--- config.mk ---
export PLATFORM = sky130hd
export DESIGN_NAME = seq_match_fsm
export DESIGN_NICKNAME = d
export VERILOG_FILES = /design/src/rtl/seq_match_fsm.sv
export SDC_FILE = /design/constraint.sdc
export NUM_CORES = 1
export LEC_CHECK = 0
export CAP_MARGIN = 20
export CORE_AREA = 2 2 39 41
export DETAILED_ROUTE_END_ITERATION = 16
export DIE_AREA = 0 0 41 43
export PLACE_DENSITY_LB_ADDON = 0.05
export SYNTH_ARGS = -nofsm -noshare
export SYNTH_HDL_FRONTEND = slang
export SYNTH_SLANG_ARGS = --single-unit
--- constraint.sdc ---
create_clock -name Clk -period 1.6 [get_ports Clk]
set_clock_uncertainty 0.1 [all_clocks]
set_input_delay 0.16 -clock Clk [delete_from_list [all_inputs] [get_ports Clk]]
set_output_delay 0.16 -clock Clk [all_outputs]
set_load 0.1 [all_outputs]
--- src/rtl/seq_match_fsm.sv ---
// Parametrised sequence detector: pulses q when the last DEPTH accepted symbols equal PATTERN.
// Define SEQ_MATCH_CNT_EN to build the saturating match counter; otherwise match_cnt is tied to 0.
module seq_match_fsm #(
    parameter int SYM_W = 2,
    parameter int DEPTH = 3,
    parameter logic [DEPTH*SYM_W-1:0] PATTERN = 6'b000110,
    parameter int CNT_W = 8,
    localparam int ST_W = $clog2(DEPTH)
) (
    input  logic             Clk,
    input  logic             Rst,
    input  logic             sym_valid,
    input  logic [SYM_W-1:0] sym,
    input  logic             overlap,
    input  logic             clr_cnt,
    output logic             q,
    output logic [ST_W-1:0]  state,
    output logic [CNT_W-1:0] match_cnt
);

    logic [(DEPTH-1)*SYM_W-1:0] hist_reg;
    logic [ST_W-1:0]            fill_reg;
    logic [ST_W-1:0]            state_reg;
    logic                       q_reg;

    logic [DEPTH*SYM_W-1:0]     window;
    logic [DEPTH-1:0]           match_vec;
    logic [ST_W-1:0]            prefix_len;
    logic                       full_hit;

    // Symbol 0 of the window is the newest one; older symbols sit at higher indices.
    assign window = {hist_reg, sym};

    // match_vec[gi-1]: the newest gi window symbols equal PATTERN symbols 0..gi-1.
    for (genvar gi = 1; gi <= DEPTH; gi++) begin : g_prefix
        logic same;
        always_comb begin
            same = 1'b1;
            for (int j = 0; j < gi; j++) begin
                if (window[SYM_W*j +: SYM_W] != PATTERN[SYM_W*(gi-1-j) +: SYM_W])
                    same = 1'b0;
            end
        end
        assign match_vec[gi-1] = same && (int'(fill_reg) >= gi - 1);
    end

    // Longest proper prefix serves both the mismatch fallback and the overlapped restart.
    always_comb begin
        prefix_len = '0;
        for (int k = 1; k < DEPTH; k++) begin
            if (match_vec[k-1])
                prefix_len = ST_W'(k);
        end
    end

    assign full_hit = match_vec[DEPTH-1];

    always_ff @(posedge Clk) begin
        if (!Rst) begin
            hist_reg  <= '0;
            fill_reg  <= '0;
            state_reg <= '0;
            q_reg     <= 1'b0;
        end else begin
            q_reg <= sym_valid && full_hit;
            if (sym_valid) begin
                hist_reg <= window[(DEPTH-1)*SYM_W-1:0];
                if (full_hit && !overlap) begin
                    state_reg <= '0;
                    fill_reg  <= '0;
                end else begin
                    state_reg <= prefix_len;
                    fill_reg  <= (fill_reg == ST_W'(DEPTH-1)) ? fill_reg : fill_reg + 1'b1;
                end
            end
        end
    end

`ifdef SEQ_MATCH_CNT_EN
    logic [CNT_W-1:0] cnt_reg;

    // Clear wins over a same-edge increment; the count sticks at all-ones.
    always_ff @(posedge Clk) begin
        if (!Rst) begin
            cnt_reg <= '0;
        end else if (clr_cnt) begin
            cnt_reg <= '0;
        end else if (sym_valid && full_hit && (cnt_reg != '1)) begin
            cnt_reg <= cnt_reg + 1'b1;
        end
    end

    assign match_cnt = cnt_reg;
`else
    logic unused_clr_cnt;
    assign unused_clr_cnt = clr_cnt;
    assign match_cnt      = '0;
`endif

    assign q     = q_reg;
    assign state = state_reg;

endmodule

==> reports/metrics.csv, run 1 <==
stage;metric;value;unit
outcome;status;finished clean;
synthesis;register area share after synthesis;38.2;%
pwr;PwrDens;972;nW/um^2
placement;DP Area;593;um^2
cts;CTS tree;done;
cells_and_area;Layout area overhead;31.3;%
setup_path;element type at the critical path end;register;
setup_path;Crit Path Max Fanout;2;
drt;Post-Route WL;830;um
drt;via count;347;
setup_path;CP Launch Type;register;
timing;Period minus WS final;1.46;ns
setup_path;Req. time, crit path;1.65;ns
flow_run;Max Cap Viol;0;
cts;Max clock buf depth;2;
cells_and_area;Core Util, Final;44.8;%
floorplan;Die Area;1760;um^2
timing;Slew Viols, Final;0;
cells_and_area;Largest register FFs;4;
cells_and_area;commonest non-fill, non-tap cells in the layout;dfxtp_1, conb_1, nor2_1;
global_route;GRT Overall Usage;12.5;%
timing;Fin. Hold Viols;0;
cts;CTS Sinks;9;
cts;hold_buf cts;0;
drt;initial drt markers;4;
min_path;Hold Crit Class;in -> reg;
setup_path;WS Path Type;reg -> reg;
synthesis;Cell Area, Synth;472;um^2
global_route;total gr overflow;0;
global_route;first-pass GRT wire length;1380;um
drt;wire length per cell;10.5;um
placement;gpl congestion;0.724;
floorplan;die span in y;43;um
floorplan;core area;1380;um^2
timing;final worst-path cycle share;91.0;%
synthesis;Yosys reg bits;9;
floorplan;# IOs;18;
cells_and_area;FILL cells;133;
synthesis;Warnings, synthesis;0;
placement;# placed instances;75;
pwr;maximum vdd drop;467;uV
cells_and_area;share of cells above drive strength 1;19.0;%
pwr;P_leak;0.265;nW
timing;RSZ-0062 raised after global routing;false;
synthesis;Cells after Synth;49;
cells_and_area;antenna cells;0;
placement;hpwl dp;683;um
timing;Final setup viols;0;
cts;H-tree levels;1;
cells_and_area;fin area;619;um^2
cells_and_area;commonest non-fill, non-tap cell in the layout;dfxtp_1;
floorplan;# rows;14;
cells_and_area;Post-Layout Cell Count;79;
global_route;vias in the first global route;360;
global_route;initial antenna violation count;0;
timing;fmax;0.686;GHz
cells_and_area;Final Net Count;73;
floorplan;Starting Density;34.1;%
synthesis;number of library cell types mapped by synthesis;20;
global_route;largest net degree at the start of global routing;7;
drt;Post-DRT Antenna Nets;0;
synthesis;mean post-synth cell area;9.63;um^2
cts;postcts setup bufs;0;
drt;Remaining DRCs;0;
cts;CTS root buf;clkbuf_4;
placement;Port Buffers;8;
drt;Via density;4.39;
cts;clock slew at reported path FFs;0.06;ns
cts;worst skew pair latency;0.26;ns
cts;total CTS buffers;3;
drt;DRT Pass-1 Iters;2;
setup_path;crit path DAT;1.51;ns
pwr;Tot Pwr;0.000602;W
cts;PostCTS Resize Cnt;0;
floorplan;Die W;41;um
timing;final hold slack;0.382;ns
-- power breakdown --
group          internal, W  switching (W)
Clock            0.0000963      0.0000825
Sequential        0.000237      0.0000106
Combinational    0.0000468       0.000129
-- stage by stage --
step | setup TNS (ns) | setup WS [ns]
final | 0 | 0.143
after global routing | 0 | 0.0666
after floorplan | 0 | 0.209
after detailed placement | -0.198 | -0.104
after global placement | -0.178 | -0.0897
after CTS | 0 | 0.130
-- logic make-up (layout without fill, tap and decap cells) --
group	after synthesis	in the layout	share of synthesized area, %
multiplexers	5	5	10.6
AO/OA/AOI/OAI	2	2	2.92
flip-flops	9	9	38.2
AND/OR/NAND/NOR	16	16	23.3
adder cells (fa/ha/maj)	2	2	5.30
other	1	8	0.795
buffers and inverters	13	20	17.0
XOR/XNOR	1	1	1.86
-- final timing paths --
kind | depth (start not counted) | slack [ns] | end | from
min | 3 | 0.38 | fill_reg[1] | Rst
max | 3 | 0.14 | fill_reg[0] | hist_reg[2]
max reg2reg | 3 | 0.14 | fill_reg[0] | hist_reg[2]
min reg2reg | 2 | 0.40 | hist_reg[3] | hist_reg[3]
-- synth_stat cells --
library cell / instances / area [um^2]
dfxtp_1: 9 / 180
buf_4: 8 / 60.1
nor2_1: 6 / 22.5
mux2i_1: 5 / 50.1
inv_1: 3 / 11.3
ha_1: 2 / 25.0
nand3b_1: 2 / 15.0
nor3_1: 2 / 10.0
a21oi_1: 1 / 5.00
a32oi_1: 1 / 8.76
buf_2: 1 / 5.00
clkinv_1: 1 / 3.75
conb_1: 1 / 3.75
nand2b_1: 1 / 6.26
nor2b_1: 1 / 6.26
nor4_1: 1 / 6.26
nor4_4: 1 / 21.3
nor4b_1: 1 / 8.76
or4b_4: 1 / 13.8
xnor2_1: 1 / 8.76
-- worst max-delay path: stages (launching register included) --
cell and delay (ns):
dfxtp_1 0.32, or4b_4 0.56, nor4_4 0.28, nor3_1 0.08
-- final cells by class --
class | instances | area, um^2 | share of cell area [%]
flip-flops and latches | 9 | 180 | 29.1
well taps | 16 | 20.0 | 3.23
repair buffers | 12 | 140 | 22.6
clock buffers | 4 | 26.3 | 4.24
multi-input cells | 34 | 238 | 38.4
inverters | 4 | 15.0 | 2.42
-- layer usage --
metal,wire length (um),GRT usage [%]
met3,64,4.71
met2,426,18.4
met1,311,12.3
met4,28,12.0
met5,0,0
No activity file was read; power rests on OpenSTA's default activity.
==> run 2: changes to the inputs <==
--- a/config.mk
+++ b/config.mk
@@ -10,6 +10,8 @@
 export DETAILED_ROUTE_END_ITERATION = 16
 export DIE_AREA = 0 0 41 43
 export PLACE_DENSITY_LB_ADDON = 0.05
+export RECOVER_POWER = 25
+export SLEW_MARGIN = 10
 export SYNTH_ARGS = -nofsm -noshare
 export SYNTH_HDL_FRONTEND = slang
 export SYNTH_SLANG_ARGS = --single-unit
==> run 2 against run 1 <==
Net effect:
- sequential cell count unchanged
- power decreased by 0.46%
- global-route usage unchanged
- final area decreased by 1.2%
- sequential share of layout area increased by 0.36 points
- sequential power about the same
- worst setup slack about the same
- non-clock buffer count unchanged
- hold slack about the same
- register-to-register slack about the same
- critical path type unchanged
- critical endpoint unchanged
- largest power group unchanged
- highest routed layer unchanged
==> reports/metrics.csv, run 2 (synthesis results as in run 1) <==
stage;metric;value;unit
outcome;status;finished clean;
setup_path;Crit Path Max Fanout;2;
cells_and_area;commonest non-fill, non-tap cell in the layout;dfxtp_1;
drt;Post-Route WL;825;um
timing;final worst-path cycle share;91.0;%
flow_run;Max Cap Viol;0;
cts;worst skew pair latency;0.26;ns
global_route;initial antenna violation count;0;
cts;H-tree levels;1;
global_route;total gr overflow;0;
drt;Post-DRT Antenna Nets;0;
setup_path;crit path DAT;1.51;ns
setup_path;CP Launch Type;register;
floorplan;Die Area;1760;um^2
setup_path;Critical Path Max Stage Delay;0.56;ns
timing;Period minus WS final;1.46;ns
drt;initial drt markers;2;
cells_and_area;antenna cells;0;
floorplan;# IOs;18;
min_path;Hold Crit Class;in -> reg;
timing;crit path setup slack, layout;0.143;ns
cells_and_area;Final Net Count;73;
drt;wire length per cell;10.4;um
cts;CTS Sinks;9;
timing;Post-Route Setup TNS;0;ns
pwr;Seq pwr share;41.3;%
cts;postcts setup bufs;0;
cts;CTS tree;done;
placement;hpwl dp;683;um
timing;RSZ-0062 raised after global routing;false;
cells_and_area;Layout area overhead;29.7;%
pwr;P_leak;0.258;nW
cts;CTS root buf;clkbuf_4;
cts;clock slew at reported path FFs;0.06;ns
drt;Via density;4.41;
global_route;GRT Overall Usage;12.5;%
floorplan;die span in y;43;um
timing;Slew Viols, Final;0;
setup_path;crit path cell chain;or4b_4 -> nor4_4 -> nor3_1;
setup_path;slowest cell on the critical path;or4b_4;
setup_path;WS Path Type;reg -> reg;
placement;Post-Place Setup Slack;-0.104;ns
global_route;first-pass GRT wire length;1380;um
setup_path;Req. time, crit path;1.65;ns
floorplan;Starting Density;34.1;%
cells_and_area;FILL cells;135;
floorplan;Die W;41;um
cts;total CTS buffers;3;
floorplan;core area;1380;um^2
setup_path;Crit path max-delay family;simple AND/OR/NAND/NOR gates;
cts;hold_buf cts;0;
cells_and_area;Multi-input gate area;238;um^2
global_route;largest net degree at the start of global routing;7;
cells_and_area;fin area;612;um^2
drt;DRT Pass-1 Iters;2;
timing;fmax;0.686;GHz
drt;Remaining DRCs;0;
cts;PostCTS Resize Cnt;0;
cells_and_area;register area;180;um^2
setup_path;element type at the critical path end;register;
cts;Max clock buf depth;2;
timing;Final setup viols;0;
pwr;PwrDens;979;nW/um^2
placement;gpl congestion;0.724;
pwr;Psw;0.000222;W
cells_and_area;Largest register FFs;4;
placement;DP Area;593;um^2
cells_and_area;commonest non-fill, non-tap cells in the layout;dfxtp_1, conb_1, nor2_1;
pwr;clock power share;29.8;%
cells_and_area;share of cells above drive strength 1;15.9;%
timing;Fin. Hold Viols;0;
pwr;Internal Pwr Total;0.000378;W
placement;# placed instances;75;
pwr;Sw Ratio;37.0;%
global_route;vias in the first global route;360;
cells_and_area;Post-Layout Cell Count;79;
placement;Port Buffers;8;
setup_path;CP Buf/Inv Count;0;
pwr;Comb pwr share;28.8;%
pwr;maximum vdd drop;467;uV
drt;via count;348;
floorplan;# rows;14;
[run 2: cell count changes in the layout (fill, tap and decap cells not counted)]
cell and delta:
dlygate4sd3_1 +1, clkdlybuf4s50_1 -1, buf_4 -2, clkbuf_1 +2
[run 2: area by class of cell]
type / instances / share of cell area (%)
clock buffers: 4 / 4.29
inverters: 4 / 2.45
multi-input cells: 34 / 38.9
flip-flops and latches: 9 / 29.4
well taps: 16 / 3.27
repair buffers: 12 / 21.7
[run 2: through the flow]
step                      util (%)  power, W  hold slack, ns
after floorplan                  -  0.000404           0.207
after global placement        42.9  0.000425           0.378
after detailed placement      42.9  0.000429           0.388
after CTS                     44.8  0.000611           0.379
after global routing          44.2  0.000630           0.399
final                         44.2  0.000599           0.382
[run 2: worst min-delay path, delay by kind of cell]
kind,cells,cell delay (ns)
simple gates,1,0.05
buf+inv,2,0.49
[run 2: power groups by stage]
stage	combinational [W]	clock, W	sequential, W
2_1_floorplan	0.000147	0	0.000258
3_3_place_gp	0.000173	0	0.000252
3_5_place_dp	0.000176	0	0.000253
4_1_cts	0.000176	0.000187	0.000248
5_1_grt	0.000183	0.000198	0.000250
6_report	0.000173	0.000179	0.000248
[run 2: final timing paths]
path	slack [ns]	from	cells after the start	to
setup / recovery	0.14	hist_reg[2]	3	fill_reg[0]
setup reg to reg	0.14	hist_reg[2]	3	fill_reg[0]
hold / removal	0.38	Rst	3	fill_reg[1]
hold reg to reg	0.40	hist_reg[3]	2	hist_reg[3]
[run 2: metal layers]
layer	wire length, um	vias to the layer above	track usage, %
met5	0	-	0
met4	28	0	12.0
met3	64	3	4.71
met2	427	16	18.4
met1	304	152	12.3
li1	-	177	-
==> run 3: changes to the inputs <==
--- a/config.mk
+++ b/config.mk
@@ -7,6 +7,7 @@
 export LEC_CHECK = 0
 export CAP_MARGIN = 20
 export CORE_AREA = 2 2 39 41
+export CTS_CLUSTER_DIAMETER = 100
 export DETAILED_ROUTE_END_ITERATION = 16
 export DIE_AREA = 0 0 41 43
 export PLACE_DENSITY_LB_ADDON = 0.05
==> results of run 3 <==
The final DEF is identical to that of run 2; final timing and power are the same.
